$ cat src/rtl/acc_pkg.sv
// Shared opcodes, ALU ctrl codes and FSM state encoding for the accumulator sequencer.
// Optional feature macro used by acc_sequencer: ACC_STICKY_OVR_EN.
package acc_pkg;

  localparam logic [2:0] OP_AND  = 3'b000;
  localparam logic [2:0] OP_OR   = 3'b001;
  localparam logic [2:0] OP_ADD  = 3'b010;
  localparam logic [2:0] OP_SUB  = 3'b011;
  localparam logic [2:0] OP_SLT  = 3'b100;
  localparam logic [2:0] OP_NOR  = 3'b101;
  localparam logic [2:0] OP_LOAD = 3'b110;
  localparam logic [2:0] OP_NOP  = 3'b111;

  localparam logic [3:0] CTRL_AND = 4'b0000;
  localparam logic [3:0] CTRL_OR  = 4'b0001;
  localparam logic [3:0] CTRL_ADD = 4'b0010;
  localparam logic [3:0] CTRL_SUB = 4'b0110;
  localparam logic [3:0] CTRL_SLT = 4'b0111;
  localparam logic [3:0] CTRL_NOR = 4'b1100;

  typedef enum logic [1:0] {
    IDLE = 2'b00,
    EXEC = 2'b01,
    DONE = 2'b10
  } state_t;

endpackage

$ cat src/rtl/acc_op_decode.sv
// Combinational opcode decode: ALU ctrl code plus whether the ALU result is used or the op is a LOAD.
module acc_op_decode
  import acc_pkg::*;
#(
  parameter int CTRL_W = 4
) (
  input  logic [2:0]        op,
  output logic [CTRL_W-1:0] ctrl,
  output logic              uses_alu,
  output logic              is_load
);

  // LOAD and NOP park the ALU on the AND code; its result is never written back for them.
  always_comb begin
    ctrl     = '0;
    uses_alu = 1'b1;
    is_load  = 1'b0;
    case (op)
      OP_AND:  ctrl = CTRL_W'(CTRL_AND);
      OP_OR:   ctrl = CTRL_W'(CTRL_OR);
      OP_ADD:  ctrl = CTRL_W'(CTRL_ADD);
      OP_SUB:  ctrl = CTRL_W'(CTRL_SUB);
      OP_SLT:  ctrl = CTRL_W'(CTRL_SLT);
      OP_NOR:  ctrl = CTRL_W'(CTRL_NOR);
      OP_LOAD: begin
        uses_alu = 1'b0;
        is_load  = 1'b1;
      end
      default: uses_alu = 1'b0;
    endcase
  end

endmodule

$ cat src/rtl/acc_sequencer.sv
// Accumulator control stage feeding an external ALU; one instruction per IDLE->EXEC->DONE pass.
// Define ACC_STICKY_OVR_EN to make ovr_flag sticky until rst or LOAD.
module acc_sequencer
  import acc_pkg::*;
#(
  parameter int W      = 4,
  parameter int CTRL_W = 4
) (
  input  logic              clk,
  input  logic              rst,
  input  logic              in_valid,
  output logic              in_ready,
  input  logic [2:0]        in_op,
  input  logic [W-1:0]      in_operand,
  output logic [W-1:0]      alu_a,
  output logic [W-1:0]      alu_b,
  output logic [CTRL_W-1:0] alu_ctrl,
  input  logic [W-1:0]      alu_result,
  input  logic              alu_ovr,
  input  logic              alu_zero,
  output logic [W-1:0]      acc,
  output logic              ovr_flag,
  output logic              zero_flag,
  output logic              done
);

  state_t      state;
  logic [2:0]  op_q;
  logic [W-1:0] operand_q;
  logic        uses_alu;
  logic        is_load;
  logic        next_ovr;

  acc_op_decode #(
    .CTRL_W(CTRL_W)
  ) u_decode (
    .op      (op_q),
    .ctrl    (alu_ctrl),
    .uses_alu(uses_alu),
    .is_load (is_load)
  );

  assign alu_a = acc;
  assign alu_b = operand_q;

`ifdef ACC_STICKY_OVR_EN
  assign next_ovr = ovr_flag | alu_ovr;
`else
  assign next_ovr = alu_ovr;
`endif

  // Operands are captured only at the accept edge, so later input changes cannot reach the ALU.
  always_ff @(posedge clk) begin
    if (rst) begin
      state     <= IDLE;
      op_q      <= OP_NOP;
      operand_q <= '0;
      acc       <= '0;
      ovr_flag  <= 1'b0;
      zero_flag <= 1'b1;
      done      <= 1'b0;
      in_ready  <= 1'b1;
    end else begin
      case (state)
        IDLE: begin
          done <= 1'b0;
          if (in_valid && in_ready) begin
            op_q      <= in_op;
            operand_q <= in_operand;
            in_ready  <= 1'b0;
            state     <= EXEC;
          end
        end
        EXEC: begin
          if (uses_alu) begin
            acc       <= alu_result;
            ovr_flag  <= next_ovr;
            zero_flag <= alu_zero;
          end else if (is_load) begin
            acc       <= operand_q;
            ovr_flag  <= 1'b0;
            zero_flag <= (operand_q == '0);
          end
          done  <= 1'b1;
          state <= DONE;
        end
        DONE: begin
          done     <= 1'b0;
          in_ready <= 1'b1;
          state    <= IDLE;
        end
        default: begin
          done     <= 1'b0;
          in_ready <= 1'b1;
          state    <= IDLE;
        end
      endcase
    end
  end

endmodule
$ cat config.mk
export PLATFORM = sky130hd
export DESIGN_NAME = acc_sequencer
export DESIGN_NICKNAME = d
export VERILOG_FILES = /design/src/rtl/acc_pkg.sv /design/src/rtl/acc_op_decode.sv /design/src/rtl/acc_sequencer.sv
export SDC_FILE = /design/constraint.sdc
export NUM_CORES = 1
export LEC_CHECK = 0
export ABC_AREA = 1
export BUFFER_PORTS_ARGS = -buffer_cell sky130_fd_sc_hd__buf_2
export CORE_UTILIZATION = 44
export CTS_BUF_LIST = sky130_fd_sc_hd__clkbuf_4
export DETAILED_ROUTE_END_ITERATION = 7
export PLACE_DENSITY = 0.86
export SYNTH_ARGS = -nofsm -noshare
export SYNTH_HDL_FRONTEND = slang
export SYNTH_HIERARCHICAL = 1
export SYNTH_SLANG_ARGS = --single-unit
$ cat constraint.sdc
create_clock -name clk -period 1.25 [get_ports clk]
set_input_delay 0.0625 -clock clk [delete_from_list [all_inputs] [get_ports clk]]
set_output_delay 0.0625 -clock clk [all_outputs]
set_load 0.01 [all_outputs]
# Yosys cells after proc, flatten, opt, wreduce, memory -nomap -nowiden
# Cells that the tools add are included.
# W data, S select, Z words.
# word_totals
reg_bits,17
latch_bits,0
ram_bits,0
mem_bits_ro,0
input_bits,16
wordCells,40
memories,0
# op_classes
addsub,0
multipliers,0
n_div,0
magnitude_cmp,0
n_eq_ne,8
shift,0
n_mux,14
bitwise,1
n_reduce_logical,9
# op_table
op,n
$pmux W4 S5,1
$eq A3 B3 Y1 const B,3
$mux W1,8
$mux W4,2
$eq A3 B2 Y1 const B,2
$reduce_and A2 Y1,3
$reduce_or A6 Y1,1
$logic_not A4 Y1,1
$pmux W2 S2,1
$eq A3 B1 Y1 const B,1
$logic_not A3 Y1,1
$eq A2 B1 Y1 const B,1
$logic_not A2 Y1,1
$mux W2,1
$ne A2 B2 Y1 const B,1
$pmux W1 S2,1
$reduce_bool A2 Y1,1
$logic_and A1 B1 Y1,1
$not A1 Y1,1

# Logic depth before layout (Yosys ltp)
# depth
depth_word,5
mapped_depth,10
mapped_depth_nobuf,8

# By module
# Netlist, hierarchy kept.
# modules_own_cells
module,instances,cells_each,area_per_inst_um2
acc_sequencer,1,107,785.8
acc_op_decode,1,21,111.4

# Worst setup path after synthesis
# No wires, ideal clock.
# synth_timing
path_type,register to register
start,register op_q[1]
end,register zero_flag
t_arrival_ns,1.126
slack_ns,0.011
stages_incl_launch_ff,10
n_path_buf,2
path_cell_list,dfxtp_1 > ha_1 > inv_1 > buf_6 > inv_6 > nand2_4 > nand2_4 > buf_8 > a21oi_2 > nand2_1
# synth_via
elab_chain_cells,5
# synth_rtl
item,line_no,rtl
start: declaration,acc_sequencer.sv:28,logic [2:0] op_q;
start signal: assignment,acc_sequencer.sv:68,op_q <= in_op;
"$eq A3 B1 Y1, or another cell as far along",acc_op_decode.sv:18,case (op)
$reduce_or A6 Y1 (no source line) *,-,
$mux W1 *,acc_op_decode.sv:18,
net uses_alu,acc_sequencer.sv:30,logic uses_alu;
$reduce_bool A2 Y1 (no source line),-,
$reduce_and A2 Y1 (no source line),-,
end signal: assignment,acc_sequencer.sv:78,zero_flag <= alu_zero;
end signal: assignment,acc_sequencer.sv:82,zero_flag <= (operand_q == '0);
end: declaration,acc_sequencer.sv:23,"output logic zero_flag,"
# The timed path passes the listed nets; every way through them passes the cells marked *.
# A chain may end at the register's enable or synchronous reset.

# Worst setup path in the final report
# layout_timing
start,register op_q[2]
end,output alu_ctrl[2]
# layout_via
elab_chain_cells,2
# layout_rtl
item,line_no,rtl
"$eq A3 B3 Y1, or another cell as far along",acc_op_decode.sv:18,
$pmux W4 S5 *,acc_op_decode.sv:18,
end: declaration,acc_sequencer.sv:17,"output logic [CTRL_W-1:0] alu_ctrl,"
# Every way passes the cells marked *; elsewhere a longest branch is shown, timed or not.

==> results.txt <==
----------------------------------------------------
[Outcome]
  Result of the run ... finished, violations left
  Failing checks ... setup timing

[Drt]
  Iteration-0 DRC count of the detailed router ... 21
  Via count ... ~900
  Residual DRC ... 0
  Remaining antenna violation count ... 0
  Number of iterations in the first detailed-routing pass ... 4
  Drt wl/cell ... between 10 and 15 um
  Total wire length ... approximately 2100 um
  DR vias/cell ... roughly 4.6

[Global route]
  GR Util All Layers ... 20.7%
  Number of antenna violations at the first check in global routing ... 0
  Overflow after GRT ... 0
  Vias in the first global route ... between 800 and 900
  Pin count of the biggest net entering global routing ... 13
  Wire length of the first global-routing pass ... 3180 um

[Synthesis]
  Cell accounting for the most synthesized area ... sky130_fd_sc_hd__dfxtp_1
  Count of warnings emitted by yosys ... 6
  Post-synthesis instance area ... 897 um2
  Share of Yosys cell area claimed by the top area cell type ... a little under two fifths
  Synth Net Count ... ~150
  Top cells by area, synth ... sky130_fd_sc_hd__dfxtp_1 (38%), sky130_fd_sc_hd__nand2_1 (13%), sky130_fd_sc_hd__nor2_1 (9.6%)
  Flip-flop and latch count after synthesis ... 17
  Number of distinct library cells after synthesis ... 19
  Number of instances in the synthesized netlist ... around 130
  Per-instance average area after synthesis ... about 7 um2
  Proportion of synthesized chip area in sequential cells ... approximately 38%

[Power and ir drop]
  LEAKAGE ... approximately 0.66 nW
  Combinational power share ... a little under a third
  Pwr per Cell Area ... about 1100 mW/mm2
  Clock network fraction of total power ... ~23%
  Psw ... roughly 440 uW
  Internal power ... around 900 uW
  Switching part of the total ... approximately 33%
  Sequential cell fraction of total power ... a little under half
  Peak ir drop on the vdd network ... 0.791 mV

[Clock network]
  Longest Clk Path Bufs ... 2
  Number of sinks driven by the clock tree ... 17
  Clock insertion delay at the later pin of the skew report ... approximately 0.29 ns
  CTS root buffer ... sky130_fd_sc_hd__clkbuf_4
  H-tree depth ... 1
  Number of buffers added by the clock tree synthesis step ... 3
  Clock slew at the register clock pins of the worst setup and hold paths ... ~0.090 ns
  Clock tree from TritonCTS ... built

[STA]
  Shortest clock period the worst path allows after layout ... 1.33 ns
  Total setup violations reported at the end of the flow ... 5
  Final hold vios ... 0
  Worst slew margin ... between 70% and 80%
  Worst Tran Pin Value ... ~0.34 ns
  Final worst-path setup slack ... -0.0809 ns
  Part of the cycle the worst path needs ... 106%
  Worst Skew ... about 0.006 ns
  Pins over their slew limit ... 0
  Fmax ... approximately 0.75 GHz
  RSZ-0062 raised after global routing ... yes

[Placement]
  Post-detail-place hpwl ... between 1000 and 1500 um
  DP Worst Slack ... 0.0330 ns
  RD Place Congestion ... about 0.76
  DP Cell Count ... 185
  Count of buffers inserted at the top-level ports ... 35

[Critical path]
  Cells traversed along the worst timing path ... buf_6, ha_4, nand2_2, nand2_1, inv_1, buf_2
  Slowest Stage Delay on Critical Path ... roughly 0.34 ns
  Crit path kind ... register to primary output
  Launching element type of the critical path ... register
  Largest delay contributor family on the critical path ... flip-flops
  Worst-path cell with the longest stage delay ... sky130_fd_sc_hd__dfxtp_2
  Worst-path fanout max ... 3
  Crit path required time ... about 1.2 ns
  Nature of the critical path endpoint ... primary output
  Buffers & Inverters on Critical Path ... 3
  Worst EP arrival ... 1.27 ns

[Floorplan]
  Die span in y ... 47.2 um
  Top-level port count ... 36
  Die width ... between 40 and 50 um
  Starting density of the core ... approximately half
  Row count ... 15
  Standard cell core area ... 0.00182 mm2
  Die footprint ... 0.00222 mm2

[Cells and area]
  Final net count ... 191
  Most used cells in the layout excluding fill and tap cells ... sky130_fd_sc_hd__buf_2 (35), sky130_fd_sc_hd__nand2_1 (30), sky130_fd_sc_hd__nor2_1 (21), sky130_fd_sc_hd__dfxtp_1 (15), sky130_fd_sc_hd__inv_1 (14)
  Number of standard cells in the layout, taps in and fillers out ... just under 200
  Synth-to-layout area growth ... 36.8%
  Total inserted antenna cells ... 0
  Share of final-layout standard cells stronger than drive strength 1 ... between 40% and 50%
  Most common cell after layout, fill and taps aside ... sky130_fd_sc_hd__buf_2

[Job]
  Number of max-cap violations ... 0

[Min path]
  Tightest Hold Check Type ... input port to register

----------------------------------------------------
final timing paths:
| kind | startpoint | end | slack (ns) | cells after the start |
|---|---|---|---|---|
| max reg2reg | op_q[2]$_SDFFE_PP1P_ | acc[0]$_SDFFE_PP0P_ | 0 | 8 |
| min | in_operand[2] | alu_b[2]$_SDFFE_PP0P_ | 0.03 | 3 |
| min reg2reg | ovr_flag$_SDFFE_PP0P_ | ovr_flag$_SDFFE_PP0P_ | 0.48 | 2 |
| max | op_q[2]$_SDFFE_PP1P_ | alu_ctrl[2] | -0.08 | 6 |
power by group through the flow:
stage | logic [mW] | clock network, mW | registers [mW]
after detailed placement | 0.341 | 0 | 0.630
after global placement | 0.328 | 0 | 0.626
after CTS | 0.379 | 0.321 | 0.618
after floorplan | 0.227 | 0 | 0.641
after global routing | 0.469 | 0.336 | 0.627
final | 0.426 | 0.309 | 0.622
cell usage after synthesis:
cell type,count
sky130_fd_sc_hd__inv_6,1
sky130_fd_sc_hd__nor2_4,1
sky130_fd_sc_hd__buf_6,1
sky130_fd_sc_hd__nand3_1,8
sky130_fd_sc_hd__nand2_1,32
sky130_fd_sc_hd__nor2_1,23
sky130_fd_sc_hd__nand2_2,4
sky130_fd_sc_hd__dfxtp_1,17
sky130_fd_sc_hd__inv_2,3
sky130_fd_sc_hd__inv_1,15
sky130_fd_sc_hd__nor3_1,4
sky130_fd_sc_hd__ha_1,3
sky130_fd_sc_hd__o21ai_1,1
sky130_fd_sc_hd__a21oi_2,2
sky130_fd_sc_hd__o21ai_0,5
sky130_fd_sc_hd__clkbuf_8,1
sky130_fd_sc_hd__buf_4,4
sky130_fd_sc_hd__buf_8,1
sky130_fd_sc_hd__nand2_4,2
worst reg2reg max path, stage by stage (launching register included):
cell	delay (ns)
sky130_fd_sc_hd__dfxtp_2	0.35
sky130_fd_sc_hd__buf_4	0.13
sky130_fd_sc_hd__ha_2	0.19
sky130_fd_sc_hd__inv_4	0.06
sky130_fd_sc_hd__buf_4	0.14
sky130_fd_sc_hd__nand2_1	0.07
sky130_fd_sc_hd__nand2_1	0.06
sky130_fd_sc_hd__nor2_1	0.11
sky130_fd_sc_hd__nor2_1	0.06
through the flow:
stage	hold WS, ns	power [mW]	instance area [um2]	utilization, %	setup TNS [ns]
final	0.0271	1.36	1230	67.4	-0.148
after floorplan	0.125	0.867	897	-	0
after global placement	0.261	0.954	1060	58.4	0
after global routing	0.0249	1.43	1230	67.4	-0.805
after detailed placement	0.271	0.971	1060	58.4	0
after CTS	0.0183	1.32	1170	64.5	-0.192
kinds of logic after synthesis:
kind of cell    Yosys count  share of synthesized area (%)
compound gates            8                           5.30
simple gates             74                           36.3
buf+inv                  26                           16.3
fa+ha+maj                 3                           4.18
flops                    17                           37.9
registers in the layout, summed over array words and instances, names as in the netlist:
signal     count
acc            4
alu_b          4
done           1
in_ready       1
op_q           3
ovr_flag       1
state          2
zero_flag      1
routing by layer:
metal | track usage [%] | part of all wire [%]
met5 | 0 | 0
met4 | 5.14 | 0.99
met3 | 5.77 | 4.5
met2 | 40.3 | 55
met1 | 21.7 | 39
cell type report:
cell class,instances,area (um2)
clock buffers,4,30.0
flip-flops and latches,17,345
well taps,25,31.3
inverters,19,83.8
repair buffers,46,275
multi-input cells,85,462
fillers,170,593
repair_timing:
action / CTS / global route
cloned: 0 / 0
resized for setup: 7 / 14
hold endpoints to repair: 4 / 0
buffers inserted: 2 / 1
pin swaps: 2 / 7
endpoints found under the setup margin: 4 / 10
hold buffers: 4 / 0
No activity file was read; power rests on OpenSTA's default activity.
